## src/rtl/sort_32x8b_loader.sv

```systemverilog
// Input stage of the 32x8b bitonic sorter: packs a valid/ready byte stream into
// padded N-element frames and presents them on a registered valid/ready output.
module sort_32x8b_loader #(
  parameter int unsigned N   = 32,
  parameter int unsigned W   = 8,
  parameter logic [W-1:0] PAD = 8'h00
) (
  input  logic           clk,
  input  logic           rst,
  input  logic [W-1:0]   in_data,
  input  logic           in_valid,
  input  logic           in_last,
  output logic           in_ready,
  output logic [N*W-1:0] out_data,
  output logic [5:0]     out_count,
  output logic           out_valid,
  input  logic           out_ready
);

  localparam int unsigned IW = $clog2(N);

  logic [N*W-1:0] fill_q;
  logic [N*W-1:0] frame_c;
  logic [IW-1:0]  idx_q;
  logic           pend_q;
  logic [5:0]     pend_cnt_q;
  logic           accept_c;
  logic           last_slot_c;
  logic           complete_c;
  logic           slot_free_c;
  logic [5:0]     cnt_c;

  // Ready depends only on registers and reset so upstream never sees a loop.
  assign in_ready    = !rst && !pend_q;
  assign accept_c    = in_valid && in_ready;
  assign last_slot_c = (idx_q == IW'(N - 1));
  assign complete_c  = accept_c && (last_slot_c || in_last);
  assign slot_free_c = !out_valid || out_ready;
  assign cnt_c       = 6'(idx_q) + 6'd1;

  // Completed frame: filled slots, the completing beat at idx, PAD above it.
  always_comb begin
    frame_c = fill_q;
    for (int unsigned i = 0; i < N; i++) begin
      if (IW'(i) == idx_q) begin
        frame_c[W*i +: W] = in_data;
      end else if (IW'(i) > idx_q) begin
        frame_c[W*i +: W] = PAD;
      end
    end
  end

  always_ff @(posedge clk) begin
    if (rst) begin
      out_valid  <= 1'b0;
      out_data   <= '0;
      out_count  <= '0;
      idx_q      <= '0;
      pend_q     <= 1'b0;
      pend_cnt_q <= '0;
      fill_q     <= '0;
    end else begin
      if (accept_c) begin
        if (complete_c) begin
          idx_q <= '0;
        end else begin
          idx_q                <= idx_q + IW'(1);
          fill_q[idx_q*W +: W] <= in_data;
        end
      end

      // Pending frame has priority; while pending no beat can be accepted.
      if (pend_q) begin
        if (out_ready) begin
          out_data  <= fill_q;
          out_count <= pend_cnt_q;
          pend_q    <= 1'b0;
        end
      end else if (complete_c) begin
        if (slot_free_c) begin
          out_data  <= frame_c;
          out_count <= cnt_c;
          out_valid <= 1'b1;
        end else begin
          fill_q     <= frame_c;
          pend_cnt_q <= cnt_c;
          pend_q     <= 1'b1;
        end
      end else if (out_valid && out_ready) begin
        out_valid <= 1'b0;
      end
    end
  end

endmodule

```

## config.mk

```make
export PLATFORM = sky130hd
export DESIGN_NAME = sort_32x8b_loader
export DESIGN_NICKNAME = d
export VERILOG_FILES = /design/src/rtl/sort_32x8b_loader.sv
export SDC_FILE = /design/constraint.sdc
export NUM_CORES = 2
export LEC_CHECK = 0
export ABC_CLOCK_PERIOD_IN_PS = 5000
export BUFFER_PORTS_ARGS = -buffer_cell sky130_fd_sc_hd__buf_2
export CAP_MARGIN = 20
export CORE_ASPECT_RATIO = 1.5
export CORE_MARGIN = 2
export CORE_UTILIZATION = 40
export CTS_CLUSTER_SIZE = 40
export DETAILED_ROUTE_END_ITERATION = 12
export RECOVER_POWER = 100
export SYNTH_ARGS = -nofsm -noshare
export SYNTH_HDL_FRONTEND = slang
export SYNTH_SLANG_ARGS = --single-unit
```

## constraint.sdc

```tcl
create_clock -name clk -period 5 [get_ports clk]
set_input_delay 0.25 -clock clk [delete_from_list [all_inputs] [get_ports clk]]
set_output_delay 0.25 -clock clk [all_outputs]
set_load 0.02 [all_outputs]
```

Yosys cells after proc, flatten, opt, wreduce, memory -nomap -nowiden
Index checks and enable logic that the tools add are counted.

Bits in registers: 531. Input port bits: 13. Output and inout port bits: 264. Word-level logic and storage cells: 182.

$add $sub $neg: 3. $lt $le $gt $ge: 32. Eq/ne operators: 34. Shift operators: 2. Mux-type cells: 86. Bitwise operators: 2. Reductions and logical operators: 16.

Operators by type and width (count): 256-bit 2-to-1 mux (9); 8-bit 2-to-1 mux (64); 256-bit bitwise mux (1); 8-bit by 34-bit variable shift with 256-bit output (first input constant) (1); 8-bit by 34-bit indexed part select with 256-bit output (1); 5-bit equality test (first input constant) (16); 5-bit greater-than comparator (first input constant) (16); 4-bit by 5-bit equality test with 1-bit output (first input constant) (8); 4-bit by 5-bit greater-than comparator with 1-bit output (first input constant) (8); 8-bit negator with 34-bit output (1); 6-bit 2-to-1 mux (4); 3-bit by 5-bit equality test with 1-bit output (first input constant) (4); 3-bit by 5-bit greater-than comparator with 1-bit output (first input constant) (4); 2-bit by 5-bit equality test with 1-bit output (first input constant) (2); 1-bit by 5-bit greater-than comparator with 1-bit output (first input constant) (2); 2-bit by 5-bit greater-than comparator with 1-bit output (first input constant) (2); 3-bit AND reduction (3); 1-bit 2-to-1 mux (7); 5-bit by 1-bit adder with 6-bit output (second input constant) (1); 2-bit nonzero test (3); 5-bit by 1-bit adder with 5-bit output (second input constant) (1); 1-bit by 5-bit equality test with 1-bit output (first input constant) (1); 5-bit equality test (second input constant) (1); 5-bit logical NOT (1); 7 further kinds (14).

Longest topological paths before layout
Depth after elaboration: 9. Gate-level depth with buffers: 19. Depth with buffers taken out: 10.

Worst setup path before layout
No wires, ideal clock.

Kind: reg2reg. Start: register idx_q[1]. End: register fill_q[33]. Setup time: 74 ps. Arrival: 4804 ps. Required time: 4926 ps. Path slack: 122 ps. Stages on the path, launching flop included: 19. Buffers on the path: 8. Clock period less this slack: 4878 ps. Cell sequence: dfxtp_1 -> buf_2 -> buf_2 -> buf_1 -> buf_1 -> buf_1 -> inv_1 -> ha_1 -> clkbuf_1 -> nand2b_1 -> clkbuf_1 -> nor2_1 -> ha_1 -> buf_1 -> inv_2 -> nor3_2 -> nand3_1 -> or4_1 -> a31oi_1.

Longest elaborated chain between the ends: 8. Elaborated cells between the ends (all ways): 16. Those cells by class: add/sub: 1; order compare: 1; eq/ne: 2; shift: 2; mux: 8; reduce/logical: 2.

Ends and longest elaborated chain: from (decl) (line 24) `logic [IW-1:0] idx_q;`; from (signal assigned) (line 67) `idx_q <= idx_q + IW'(1);`; 8-bit negator with 34-bit output or 5-bit equality test (tied branches) (line 68, 36); 8-bit by 34-bit indexed part select with 256-bit output, or another cell as far along (line 68) `fill_q[idx_q*W +: W] <= in_data;`; 256-bit bitwise mux or 1-bit logical AND (tied branches) (line 68, 37); 256-bit 2-to-1 mux (line 64) `if (complete_c) begin`; 256-bit 2-to-1 mux (line 63) `if (accept_c) begin`; 256-bit 2-to-1 mux (line 80) `if (slot_free_c) begin`; 256-bit 2-to-1 mux (line 79) `end else if (complete_c) begin`; 256-bit 2-to-1 mux (*) (line 73) `if (pend_q) begin`; to (signal, indexed assignment) (line 68); to (signal assigned) (line 85) `fill_q <= frame_c;`; to (decl) (line 22) `logic [N*W-1:0] fill_q;`.

Every way passes the cells marked *; elsewhere a longest branch is shown, timed or not. A chain may end at the register's enable or synchronous reset.

Final worst setup path
Start: register idx_q[0]. End: register fill_q[15].

The elaborated chain is that of the path after synthesis.

==> flow_summary_export.csv <==
group,metric,value,unit
placed_design,placed_area,29900,um2
worst_setup_path,critPathKind,"flip-flop to flip-flop",
clocking,post_cts_resized,0,
synthesis,synth_cells,3471,
synthesis,synth_fa_ha_area_share,0.2694,%
route,vias,28760,
global_route,antenna_found_initial,1,
global_route,busiest_layer,"met2",
worst_setup_path,cp_max_fo,54,
floorplanning,dieHeight,327.3,um
global_route,grt_overflow_total,0,
synthesis,yosys-mux-area-fraction,6.900,%
floorplanning,start_util,40.42,%
pwr,cellLeakagePower,10.49,nW
synthesis,synth-xor-area-share,0.1796,%
global_route,met1_usage,40.34,%
status,outcome,"complete, no violations",
synthesis,avgSynthCellArea,8.029,um2
layout,areaGrowthSynthToFinish,12.54,%
min_path,hold_depth,2,
route,post_drt_wl_per_cell,27.19,um
sta,setup_tns,0,ps
sta,finalCritPeriodShare,85.01,%
route,drt_iter0_drc,3371,
global_route,grt_max_degree,117,
synthesis,synth_cell_types,82,
pwr,ir_drop,0.0002148,V
global_route,grt_usage,32.63,%
sta,maxSlewHeadroom,4.576,%
synthesis,synth-compound-area-share,27.13,%
synthesis,yosys_warnings,0,
synthesis,synth_top_family_by_area,"compound AO/OA/AOI/OAI gates",
worst_setup_path,worst_setup_path_start_kind,"flip-flop",
synthesis,seq_area_frac_synth,38.14,%
clocking,clock_path_buffers,3,
synthesis,synth_simple_gate_area_share,21.60,%
synthesis,synth_nets,3490,
layout,drive_above_1_share,7.503,%
global_route,grt_use_met2,50.93,%
global_route,first_global_vias,26390,
sta,fin_worst_skew,27.92,ps
placed_design,dp_hpwl,81860,um
layout,final_cell_mix,"dfxtp_1 (526), nand2_1 (400), nor2_1 (328), clkbuf_1 (291), nor3_1 (201)",
clocking,root_buffer,"clkbuf_16",
min_path,hp-class,"primary input to flip-flop",
layout,nNetsFinal,3548,
layout,final_cell_area,31370,um2
floorplanning,num_rows,118,
min_path,whs_endpoint,"out_data[107]$_SDFFE_PP0P_",
worst_setup_path,cp.arrival,4790,ps
synthesis,syn_area,27870,um2
worst_setup_path,r2r_cells,11,
clocking,cts_tree,"done",
min_path,hold_start,"rst",
worst_setup_path,r2r-end,"fill_q[15]$_SDFF_PP0_",
layout,fill_cells,7042,
worst_setup_path,r2r_slack,750,ps
layout,n_antenna_cell,0,
worst_setup_path,r2r_start,"idx_q[0]$_SDFFE_PP0P_",
route,drcViolationCount,0,
pwr,powerDensity,305.8,nW/um2
global_route,grt_pass1_wl,177600,um
sta,finalHoldViolations,0,
pwr,finalPower,9.591,mW
sta,timing.fmax,235.3,MHz
placed_design,placedCellCount,4369,
layout,stdcell_count,4472,
floorplanning,dieArea,71840,um2
floorplanning,placeableCoreArea,68950,um2
worst_setup_path,cp.required,5530,ps
sta,slew_viol_final,0,
run,drv_cap,0,
synthesis,synthFlopType,"dfxtp_1",
route,drt_wl_total,121600,um
synthesis,synth_edf_count,0,
floorplanning,io-pin-count,277,
floorplanning,fp.dieW,219.5,um
worst_setup_path,endpoint_kind,"flip-flop",
placed_design,gp_congestion,1.000,
sta,setup_violations,0,
clocking,cts_buffers,54,
synthesis,synth_async_sr_flop_share,0,%
route,antenna_left,0,
clocking,numClockSinks,531,
clocking,insertion_delay,640,ps
route,via_per_inst,6.430,
sta,tightest_slew,1431,ps
synthesis,yosys_register_bits,531,
sta,rsz0062_at_grt,"false",
sta,whs,132.8,ps
clocking,clk_pin_slew_worst_paths,80,ps
sta,period_needed,4251,ps
clocking,cts_setup_buffers,0,
layout,layout_commonest_cell,"dfxtp_1",
placed_design,io_buffers,276,
clocking,cts_hold_buf,1,
global_route,grtUsageMet3,6.936,%
route,firstDrtPassIters,6,
clocking,htreeDepth,2,
-- layout make-up --
class,instances,area (um2),share of cell area (%)
Sequential cell,531,10640,33.92
Multi-Input combinational cell,2528,15630,49.83
Tap cell,900,1126,3.590
Clock inverter,16,269.0,0.8577
Timing Repair Buffer,393,1998,6.371
Inverter,21,78.83,0.2513
Clock buffer,83,1624,5.178
-- worst max-delay path, stage by stage (launching register included) --
cell and delay, ps:
dfxtp_1 310, buf_4 320, ha_1 370, and3_1 210
ha_1 210, or2_0 480, nor2_1 220, clkbuf_1 620
nand3_1 190, clkbuf_1 390, or4_1 520, a311oi_1 260
-- power by group --
group	internal (mW)	switching (mW)	leakage [nW]	total, mW
sequential	4.30	0.0501	4.30	4.35
clock	2.60	1.85	0.926	4.45
combinational	0.180	0.606	5.27	0.786
total	7.08	2.51	10.5	9.59
-- layer usage --
| layer | share of wire [%] | routed length (um) |
|---|---|---|
| met3 | 9.1 | 11090 |
| met5 | 0 | 0 |
| met1 | 38 | 46440 |
| met2 | 45 | 54790 |
| met4 | 7.6 | 9271 |
-- cell families after synthesis --
| kind of cell | Yosys count |
|---|---|
| AND/OR/NAND/NOR | 1269 |
| AO/OA/AOI/OAI | 1057 |
| multiplexers | 192 |
| XOR/XNOR | 4 |
| flip-flops | 531 |
| buffers and inverters | 412 |
| adder cells (fa/ha/maj) | 6 |
-- sequential cells by signal, indices dropped and copies added, names as in the netlist --
signal      flops
fill_q        256
out_data      256
out_count       6
pend_cnt_q      6
idx_q           5
out_valid       1
pend_q          1
-- synthesized netlist by cell type, drive strengths merged, types with 11 or more instances --
cell | number | area, um2
a211oi | 170 | 1281
a21o | 27 | 202.7
a21oi | 190 | 954.7
a221o | 18 | 180.2
a221oi | 174 | 1524
a22o | 34 | 297.8
a22oi | 40 | 300.3
a311oi | 52 | 455.4
a31oi | 33 | 206.5
a32oi | 24 | 210.2
and2 | 34 | 212.7
and3 | 22 | 137.6
buf | 60 | 289.0
clkbuf | 331 | 1242
dfxtp | 531 | 10630
inv | 20 | 75.07
mux2i | 191 | 1912
nand2 | 400 | 1504
nand2b | 46 | 287.8
nand3 | 105 | 535.5
nand4 | 18 | 112.6
nor2 | 329 | 1235
nor2b | 26 | 162.7
nor3 | 209 | 1149
nor4 | 15 | 168.9
o211ai | 23 | 172.7
o21a | 11 | 82.58
o21ai | 161 | 805.8
o22ai | 12 | 75.07
o31ai | 14 | 110.1
or2 | 15 | 93.84
-- worst max path at each step --
stage,from,to,slack (ps),depth (start not counted)
after floorplan,idx_q[1]$_SDFFE_PP0P_,fill_q[33]$_SDFF_PP0_,120,18
final,idx_q[0]$_SDFFE_PP0P_,fill_q[15]$_SDFF_PP0_,750,11
after CTS,idx_q[0]$_SDFFE_PP0P_,fill_q[131]$_SDFF_PP0_,1280,9
after global routing,idx_q[0]$_SDFFE_PP0P_,fill_q[0]$_SDFF_PP0_,570,9
after global placement,idx_q[0]$_SDFFE_PP0P_,fill_q[131]$_SDFF_PP0_,1380,9
after detailed placement,idx_q[0]$_SDFFE_PP0P_,fill_q[131]$_SDFF_PP0_,1320,9
-- metrics by stage --
step,setup slack [ps],util (%)
finish,749.3,45.49
global route,574.0,45.49
CTS,1283,46.13
detailed placement,1324,43.37
global placement,1384,43.37
floorplan,121.6,-
Power figures use the tool's default switching activity.
